## src/rtl/stopwatch_pkg.sv

```systemverilog
// Shared encodings for the stopwatch sequencer: FSM states and key indices.
package stopwatch_pkg;

  typedef enum logic [1:0] {
    ST_IDLE  = 2'd0,
    ST_RUN   = 2'd1,
    ST_PAUSE = 2'd2
  } state_e;

  localparam int unsigned NUM_KEYS    = 4;
  localparam int unsigned K_STARTSTOP = 3;
  localparam int unsigned K_PAUSE     = 2;
  localparam int unsigned K_FREEZE    = 1;
  localparam int unsigned K_UNFREEZE  = 0;

endpackage

```

## src/rtl/key_debounce.sv

```systemverilog
// One active-low key: 2-FF synchroniser, stability counter and a one-cycle
// press pulse on each accepted 1->0 level change.
module key_debounce #(
  parameter int unsigned DB_CYCLES = 500000
) (
  input  logic clk,
  input  logic rst,
  input  logic key_n_i,
  output logic press_o
);

  localparam int unsigned CW = $clog2(DB_CYCLES + 1);

  logic          sync1_q, sync2_q;
  logic          level_q, level_d;
  logic          press_q, press_d;
  logic [CW-1:0] cnt_q, cnt_d;

  always_ff @(posedge clk) begin
    if (rst) begin
      sync1_q <= 1'b1;
      sync2_q <= 1'b1;
      level_q <= 1'b1;
      cnt_q   <= '0;
      press_q <= 1'b0;
    end else begin
      sync1_q <= key_n_i;
      sync2_q <= sync1_q;
      level_q <= level_d;
      cnt_q   <= cnt_d;
      press_q <= press_d;
    end
  end

  // Counter restarts whenever the sample agrees with the accepted level.
  always_comb begin
    level_d = level_q;
    cnt_d   = '0;
    press_d = 1'b0;
    if (sync2_q != level_q) begin
      if (cnt_q == CW'(DB_CYCLES - 1)) begin
        level_d = sync2_q;
        press_d = ~sync2_q;
      end else begin
        cnt_d = cnt_q + CW'(1);
      end
    end
  end

  assign press_o = press_q;

endmodule

```

## src/rtl/stopwatch_ctrl.sv

```systemverilog
// Stopwatch sequencer: key debouncing, IDLE/RUN/PAUSE control, centisecond
// prescaler and single-cycle clear/increment/display-load commands.
module stopwatch_ctrl
  import stopwatch_pkg::*;
#(
  parameter int unsigned DB_CYCLES = 500000,
  parameter int unsigned TICK_DIV  = 500000
) (
  input  logic       clk,
  input  logic       rst,
  input  logic       key3,
  input  logic       key2,
  input  logic       key1,
  input  logic       key0,
  output logic       cnt_clear,
  output logic       cnt_inc,
  output logic       disp_load,
  output logic [1:0] state,
  output logic       frozen
);

  localparam int unsigned PW = $clog2(TICK_DIV);

  logic [NUM_KEYS-1:0] key_n;
  logic [NUM_KEYS-1:0] ev_raw;
  logic [NUM_KEYS-1:0] ev;

  state_e        state_q, state_d;
  logic          frozen_q, frozen_d;
  logic          load_q, load_d;
  logic [PW-1:0] presc_q, presc_d;

  assign key_n = {key3, key2, key1, key0};

  for (genvar g = 0; g < NUM_KEYS; g++) begin : g_key
    key_debounce #(
      .DB_CYCLES(DB_CYCLES)
    ) u_db (
      .clk     (clk),
      .rst     (rst),
      .key_n_i (key_n[g]),
      .press_o (ev_raw[g])
    );
  end

  // Only the highest-priority event of a cycle survives.
  always_comb begin
    ev = '0;
    if (ev_raw[K_STARTSTOP])     ev[K_STARTSTOP] = 1'b1;
    else if (ev_raw[K_PAUSE])    ev[K_PAUSE]     = 1'b1;
    else if (ev_raw[K_FREEZE])   ev[K_FREEZE]    = 1'b1;
    else if (ev_raw[K_UNFREEZE]) ev[K_UNFREEZE]  = 1'b1;
  end

  always_ff @(posedge clk) begin
    if (rst) begin
      state_q  <= ST_IDLE;
      frozen_q <= 1'b0;
      load_q   <= 1'b0;
      presc_q  <= '0;
    end else begin
      state_q  <= state_d;
      frozen_q <= frozen_d;
      load_q   <= load_d;
      presc_q  <= presc_d;
    end
  end

  always_comb begin
    state_d   = state_q;
    frozen_d  = frozen_q;
    presc_d   = presc_q;
    load_d    = 1'b0;
    cnt_clear = 1'b0;
    cnt_inc   = (state_q == ST_RUN) && (presc_q == PW'(TICK_DIV - 1));

    case (state_q)
      ST_IDLE: begin
        presc_d = '0;
        if (ev[K_STARTSTOP]) begin
          state_d   = ST_RUN;
          cnt_clear = 1'b1;
        end
      end
      ST_RUN: begin
        presc_d = cnt_inc ? '0 : presc_q + PW'(1);
        load_d  = cnt_inc && !frozen_q;
        if (ev[K_STARTSTOP]) begin
          state_d   = ST_IDLE;
          cnt_clear = 1'b1;
          frozen_d  = 1'b0;
          presc_d   = '0;
        end else if (ev[K_PAUSE]) begin
          state_d = ST_PAUSE;
        end else if (ev[K_FREEZE]) begin
          frozen_d = 1'b1;
          load_d   = 1'b1;
        end else if (ev[K_UNFREEZE]) begin
          frozen_d = 1'b0;
        end
      end
      ST_PAUSE: begin
        if (ev[K_STARTSTOP]) begin
          state_d   = ST_IDLE;
          cnt_clear = 1'b1;
          frozen_d  = 1'b0;
          presc_d   = '0;
        end else if (ev[K_PAUSE]) begin
          state_d = ST_RUN;
        end
      end
      default: begin
        state_d = ST_IDLE;
        presc_d = '0;
      end
    endcase

    if (cnt_clear) load_d = 1'b0;
  end

  // A clear in the load cycle wins so the display is never loaded alongside it.
  assign disp_load = load_q & ~cnt_clear;
  assign state     = state_q;
  assign frozen    = frozen_q;

endmodule
```

## config.mk

```make
export PLATFORM = sky130hd
export DESIGN_NAME = stopwatch_ctrl
export DESIGN_NICKNAME = d
export VERILOG_FILES = /design/src/rtl/stopwatch_pkg.sv /design/src/rtl/key_debounce.sv /design/src/rtl/stopwatch_ctrl.sv
export SDC_FILE = /design/constraint.sdc
export NUM_CORES = 1
export LEC_CHECK = 0
export BUFFER_PORTS_ARGS = -buffer_cell sky130_fd_sc_hd__buf_2
export CORE_MARGIN = 4
export CORE_UTILIZATION = 40
export DETAILED_ROUTE_END_ITERATION = 12
export HOLD_SLACK_MARGIN = 0.1
export SETUP_SLACK_MARGIN = 0.05
export SYNTH_ARGS = -nofsm -noshare
export SYNTH_HDL_FRONTEND = slang
export SYNTH_SLANG_ARGS = --single-unit
export TNS_END_PERCENT = 30
```

## constraint.sdc

```tcl
create_clock -name clk -period 4.5 [get_ports clk]
set_input_delay 0.45 -clock clk [delete_from_list [all_inputs] [get_ports clk]]
set_output_delay 0.45 -clock clk [all_outputs]
set_load 0.05 [all_outputs]
```

==> summary.txt, run 1 <==
Area contributors post-synth - dfxtp_1, nor2_1, xor2_1
Seq. cell area - 0.00230 mm²
Vias in the first global route - 3,697
DRT Pass-1 Iters - 4
Average cell area after synthesis - 8.73 µm²
Unique cell type count in the Yosys netlist - 48
Hold buffers post-CTS - 0
Remaining antenna violation count after routing - 0
Die area - 0.0144 mm²
WL/cell - 12.0 µm
Async set-reset flop share out of synthesis - 0%
Crit share post-route - 53.8%
DRC viols - 0
Leakage - 1.90 nW
Clk buf depth - 2
Port Buf Inserts - 11
DR vias/cell - 5.02
Total Routing Usage GR - 14.1%
Outcome - finished, final reports clean
Cts repair resizes - 0
Inserted Diodes - 0
Nets - 603
Multi-input logic area - 0.00259 mm²
CP max FO - 4
Initial Util - 41.4%
Site Rows - 40
Actual slew at the worst max-slew pin - 0.647 ns
Root buffer cell - clkbuf_16
WHS - 0.243 ns
Warnings, synthesis - 0
Post-DP HPWL - 6210 µm
Placeable core area - 0.0121 mm²
Post-Syn Area - 0.00501 mm²
Required @ worst endpoint - 4.05 ns
Rel. slew slack - 56.8%
FILL cells - 1,182
Crit end category - output port
Sequential fraction of the synthesis area - 46.0%
Endpoints failing hold - 0
Worst skew pair latency - 0.41 ns
Yosys top cell area share - 46.0%
Pin count of the biggest net entering global routing - 35
Initial antenna violation count - 0
Fin. max-slew vios - 0
Die Wd - 120 µm
Synth top cells by count - nor2_1, dfxtp_1, nand2_1
Synth area leader - dfxtp_1
Worst vdd ir - 0.000230 V
First-pass GRT wire length - 16,400 µm
CTS tree - done
Synthesized Nets - 585
Final setup vio count - 0
Arr. time, crit path - 1.97 ns
FF+latch count, synth - 115
Placer Congestion - 0.836
Total wire length - 9230 µm
RSZ-0062 raised after global routing - false
Grt total ovfl - 0
Max Cap Violations - 0
Power per cell area - 402 mW/mm²
Gate Count Post-Synth - 574
Via count - 3,872
CP Class - reg2out
Worst Skew - 0.00589 ns
Area growth syn-to-layout - 15.5%
CP max-delay cell - dfxtp_1
Die Height - 120 µm
H-tree Lvls - 4
Critical-path cell list - ha_1 > nand4_1 > nor2_1 > and2_1 > buf_2
Layout cells sized above 1 - 10.3%
Min-delay worst type - in2reg
EDFF count, synth - 0
Slowest stage delay, CP - 0.39 ns
Top_reg_cell synth - dfxtp_1
Fmax - 413 MHz
Crit path time final - 2.42 ns
CP startpoint kind - flip-flop
Cts bufs inserted - 17
Starting DRT DRC Count - 231
Post-CTS Repair Setup Buffers - 0
Clock transition at path regs - 0.05 ns
Post-Route Setup TNS - 0 ns
Top Ports - 12
Most common cell in the synthesized netlist - nor2_1
CTS sink cnt - 115
cells in the final DEF (no fill, tap or decap), drive strengths merged, types with 11 or more instances in the layout:
| master | instances |
|---|---|
| buf | 12 |
| clkbuf | 26 |
| nor2 | 116 |
| xnor2 | 34 |
| inv | 11 |
| xor2 | 43 |
| nand3 | 44 |
| nand4 | 22 |
| and3 | 14 |
| nand2 | 47 |
| nor4 | 13 |
| dfxtp | 115 |
| nor3 | 15 |
routing by layer:
layer,wire length (µm),global-route usage (%)
met5,0,0
met4,157,6.94
met3,340,5.42
met2,4120,21.1
met1,4610,17.6
power breakdown:
part           total (mW)  internal, mW  leakage (nW)  switching (mW)
registers            1.03          1.02         0.928         0.00242
clock network        1.28         0.851         0.288           0.426
logic              0.0203       0.00604         0.688          0.0143
per-stage QoR:
step | setup WS (ns) | total power, mW | instances | util (%) | instance area (µm²)
finish | 2.08 | 2.32 | 771 | 47.8 | 5780
global route | 1.94 | 2.41 | 771 | 47.8 | 5780
CTS | 2.07 | 2.36 | 771 | 47.8 | 5780
detailed placement | 2.26 | 1.07 | 741 | 43.0 | 5210
global placement | 2.37 | 1.07 | 741 | 43.0 | 5210
floorplan | 1.70 | 1.06 | 574 | - | 5010
worst max-delay path, delay by kind of cell (launching register included):
family | cells | cell delay, ns
DFF | 1 | 0.39
buffers and inverters | 1 | 0.27
adders and majority gates | 1 | 0.24
and+or+nand+nor | 3 | 0.65
flip-flops by register name (all words and copies together) (netlist names):
register / flops
g_key.u_db.sync2_q: 4
state: 2
g_key.u_db.level_q: 4
presc_q: 19
g_key.u_db.press_o: 4
frozen: 1
g_key.u_db.sync1_q: 4
g_key.u_db.cnt_q: 76
load_q: 1
kinds of logic (layout without fill, tap and decap cells):
family / count (synthesis) / after routing / share of synthesized area, %
AND/OR/NAND/NOR: 317 / 317 / 32.1
flip-flops: 115 / 115 / 46.0
XOR/XNOR: 77 / 77 / 13.5
AO/OA/AOI/OAI: 32 / 32 / 4.15
buffers and inverters: 24 / 53 / 2.25
adder cells (fa/ha/maj): 5 / 5 / 1.25
multiplexers: 4 / 4 / 0.799
final timing paths:
kind | startpoint | endpoint | slack (ns) | depth (start not counted)
hold / removal | key0 | g_key[0].u_db.sync1_q$_SDFF_PP1_ | 0.24 | 2
setup / recovery | presc_q[0]$_SDFFE_PP0N_ | cnt_inc | 2.08 | 5
setup reg to reg | g_key[1].u_db.cnt_q[0]$_SDFF_PP0_ | g_key[1].u_db.cnt_q[15]$_SDFF_PP0_ | 2.50 | 5
hold reg to reg | g_key[1].u_db.sync1_q$_SDFF_PP1_ | g_key[1].u_db.sync2_q$_SDFF_PP1_ | 0.40 | 1
final cells by class:
type	count	area share, %
Multi-Input combinational cell	435	44.8
Sequential cell	115	39.8
Clock buffer	26	9.15
Tap cell	168	3.63
Timing Repair Buffer	12	1.08
Clock inverter	4	0.779
Inverter	11	0.714
No activity file was read; power rests on OpenSTA's default activity.
==> run 2: changes to the inputs <==
Settings changed: ABC_AREA from default to 1.
Clock period 4.5 ns to 2.34 ns, I/O delays scaled along.
==> summary.txt, run 2 <==
Outcome - finished, final reports clean
Top Ports - 12 (unchanged)
Most common cell in the synthesized netlist - nand2_1
Yosys top cell area share - 40.5% (-5.4 points)
Average cell area after synthesis - 6.95 µm² (-20%)
H-tree Lvls - 4 (unchanged)
Fin. max-slew vios - 0 (unchanged)
Max Cap Violations - 0 (unchanged)
CP Class - reg2out
Max reg flops - 76 (unchanged)
Clk buf depth - 2 (unchanged)
Reg power frac - 42.5% (-1.7 points)
Die area - 0.0162 mm² (+12%)
Crit share post-route - 85.7%
Die Wd - 127 µm (+6.1%)
Pin count of the biggest net entering global routing - 20 (-43%)
Crit end category - output port
Synth area leader - dfxtp_1
Warnings, synthesis - 0 (unchanged)
Most frequent cells in the layout - nand2_1, nor2_1, dfxtp_1, inv_1, nand3_1
Min-delay worst type - in2reg
Via count - 4,822 (+25%)
DRT Pass-1 Iters - 4 (unchanged)
Remaining antenna violation count after routing - 0 (unchanged)
Gate Count Post-Synth - 817 (+42%)
Layout cells sized above 1 - 9.82% (-0.46 points)
Crit path time final - 2.01 ns
Post-Route Setup TNS - 0 ns (unchanged)
NetSw - 0.909 mW (+110%)
WL/cell - 10.7 µm (-11%)
RSZ-0062 raised after global routing - false
Worst Setup SP - presc_q[0]$_SDFFE_PP0N_
Fmax - 498 MHz
Grt total ovfl - 0 (unchanged)
Final Non-Filler Cells - 1,035 (+34%)
Placement Cell Area - 0.00590 mm² (+13%)
CP startpoint kind - flip-flop
Post-CTS Repair Setup Buffers - 0 (unchanged)
Synth top cells by count - nand2_1, nor2_1, dfxtp_1
Arr. time, crit path - 1.77 ns (-0.20 ns)
Total wire length - 11,100 µm (+20%)
Placer Congestion - 0.817 (-2.3%)
Placeable core area - 0.0139 mm² (+15%)
Initial Util - 40.9% (-0.44 points)
Power per cell area - 709 mW/mm² (+76%)
Worst skew pair latency - 0.41 ns (about the same)
Total power - 4.64 mW (+100%)
Async set-reset flop share out of synthesis - 0% (unchanged)
Cts bufs inserted - 17 (unchanged)
R2r setup slk - 0.60 ns (-1.90 ns)
Unique cell type count in the Yosys netlist - 39 (-19%)
Endpoints failing hold - 0 (unchanged)
Root buffer cell - clkbuf_16
Top_reg_cell synth - dfxtp_1
Required @ worst endpoint - 2.11 ns (-1.94 ns)
Most common cell after layout, fill and taps aside - nand2_1
Area growth syn-to-layout - 15.3%
Post-Syn Area - 0.00568 mm² (+13%)
Power Internal - 3.73 mW (+98%)
Synthesized Nets - 828 (+42%)
Clock share of power - 56.5% (+1.6 points)
Leakage - 2.28 nW (+20%)
Starting DRT DRC Count - 316 (+37%)
DRC viols - 0 (unchanged)
Nets - 853 (+41%)
Sequential fraction of the synthesis area - 40.5% (-5.4 points)
Final setup vio count - 0 (unchanged)
CTS tree - done
Cts repair resizes - 0 (unchanged)
Clock transition at path regs - 0.05 ns (about the same)
Inserted Diodes - 0 (unchanged)
RR Endpoint - presc_q[10]$_SDFFE_PP0N_
Area contributors post-synth - dfxtp_1, nand2_1, nor2_1
Largest register by flop count - g_key.u_db.cnt_q
Worst vdd ir - 0.000538 V (+130%)
Worst Skew - 0.00393 ns (-0.00196 ns)
EDFF count, synth - 0 (unchanged)
Top flop regs - g_key.u_db.cnt_q (76), presc_q (19)
Actual slew at the worst max-slew pin - 0.451 ns (-0.195 ns)
CTS sink cnt - 115 (unchanged)
Switching Share - 19.6% (+0.56 points)
CP max FO - 4 (unchanged)
Hold buffers post-CTS - 4 (+4)
Rel. slew slack - 69.8% (+13 points)
Total Routing Usage GR - 15.0% (+0.95 points)
Hold Path Depth - 2 (unchanged)
Initial antenna violation count - 0 (unchanged)
First-pass GRT wire length - 20,000 µm (+22%)
Site Rows - 43 (+7.5%)
Vias in the first global route - 4,542 (+23%)
CP endpoint - cnt_inc
R2R depth - 9 (+4)
FF-to-FF Start - g_key[3].u_db.press_o$_SDFF_PP0_
DR vias/cell - 4.66 (-7.2%)
Finished layout cell area - 0.00655 mm² (+13%)
Port Buf Inserts - 11 (unchanged)
Post-DP HPWL - 7970 µm (+28%)
Combinational Power Share - 0.9% (about the same)
Inst Count DP - 999 (+35%)
FF+latch count, synth - 115 (unchanged)
Die Height - 127 µm (+6.1%)
## run 2: cell types whose count changed after synthesis, moves of 15 or more
| cell | change |
|---|---|
| nor2_1 | +42 |
| xor2_1 | -15 |
| inv_1 | +89 |
| xnor2_1 | -22 |
| nand2_1 | +123 |
| a21oi_1 | +25 |
## run 2: power groups by stage
stage               Combinational [mW]  Sequential (mW)  Clock (mW)
floorplan                       0.0308             2.01           0
global placement                0.0397             2.01           0
detailed placement              0.0398             2.01           0
CTS                             0.0450             1.97        2.68
global route                    0.0504             1.97        2.79
finish                          0.0436             1.97        2.62
## run 2: worst max-delay path, stage by stage (launching register included)
cell and delay (ns):
dfxtp_1 0.38, ha_1 0.19, nand3_1 0.12, inv_1 0.12, nand4_1 0.11, nor4_2 0.14
buf_2 0.30
## run 2: cell type report
cell class                 count  area, µm²
tap                          180        225
fill                        1400       7330
clock inverter                10        130
multi-input combinational    589       2920
timing repair buffer          15       95.1
clock buffer                  22        474
sequential                   115       2300
inverter                     104        397
## run 2: cells by family after synthesis
kind of cell	share of synthesized area [%]
flip-flops	40.5
AO/OA/AOI/OAI	5.40
AND/OR/NAND/NOR	38.5
multiplexers	0.176
adder cells (fa/ha/maj)	1.10
buffers and inverters	8.11
XOR/XNOR	6.17
## run 2: worst min path at each step
stage	endpoint	startpoint	slack (ns)
floorplan	g_key[0].u_db.sync1_q$_SDFF_PP1_	key0	0.34
global placement	g_key[3].u_db.sync2_q$_SDFF_PP1_	g_key[3].u_db.sync1_q$_SDFF_PP1_	0.39
detailed placement	g_key[2].u_db.sync2_q$_SDFF_PP1_	g_key[2].u_db.sync1_q$_SDFF_PP1_	0.39
CTS	presc_q[15]$_SDFFE_PP0N_	rst	0.22
global route	presc_q[15]$_SDFFE_PP0N_	rst	0.27
finish	presc_q[15]$_SDFFE_PP0N_	rst	0.23
## run 2: layer usage
metal	global-route usage [%]	vias to the layer above	routed length [µm]
met4	5.55	0	202
met1	19.2	2108	5580
li1	-	2651	-
met2	23.7	46	4950
met3	4.97	17	336
met5	0	-	0
## run 2: stage by stage
| stage | worst slack (ns) | util, % | hold slack [ns] |
|---|---|---|---|
| 3_3_place_gp | 0.685 | 42.5 | 0.392 |
| 3_5_place_dp | 0.608 | 42.5 | 0.393 |
| 5_1_grt | 0.213 | 47.2 | 0.271 |
| 4_1_cts | 0.308 | 47.2 | 0.217 |
| 6_report | 0.334 | 47.2 | 0.231 |
| 2_1_floorplan | 0.165 | - | 0.338 |
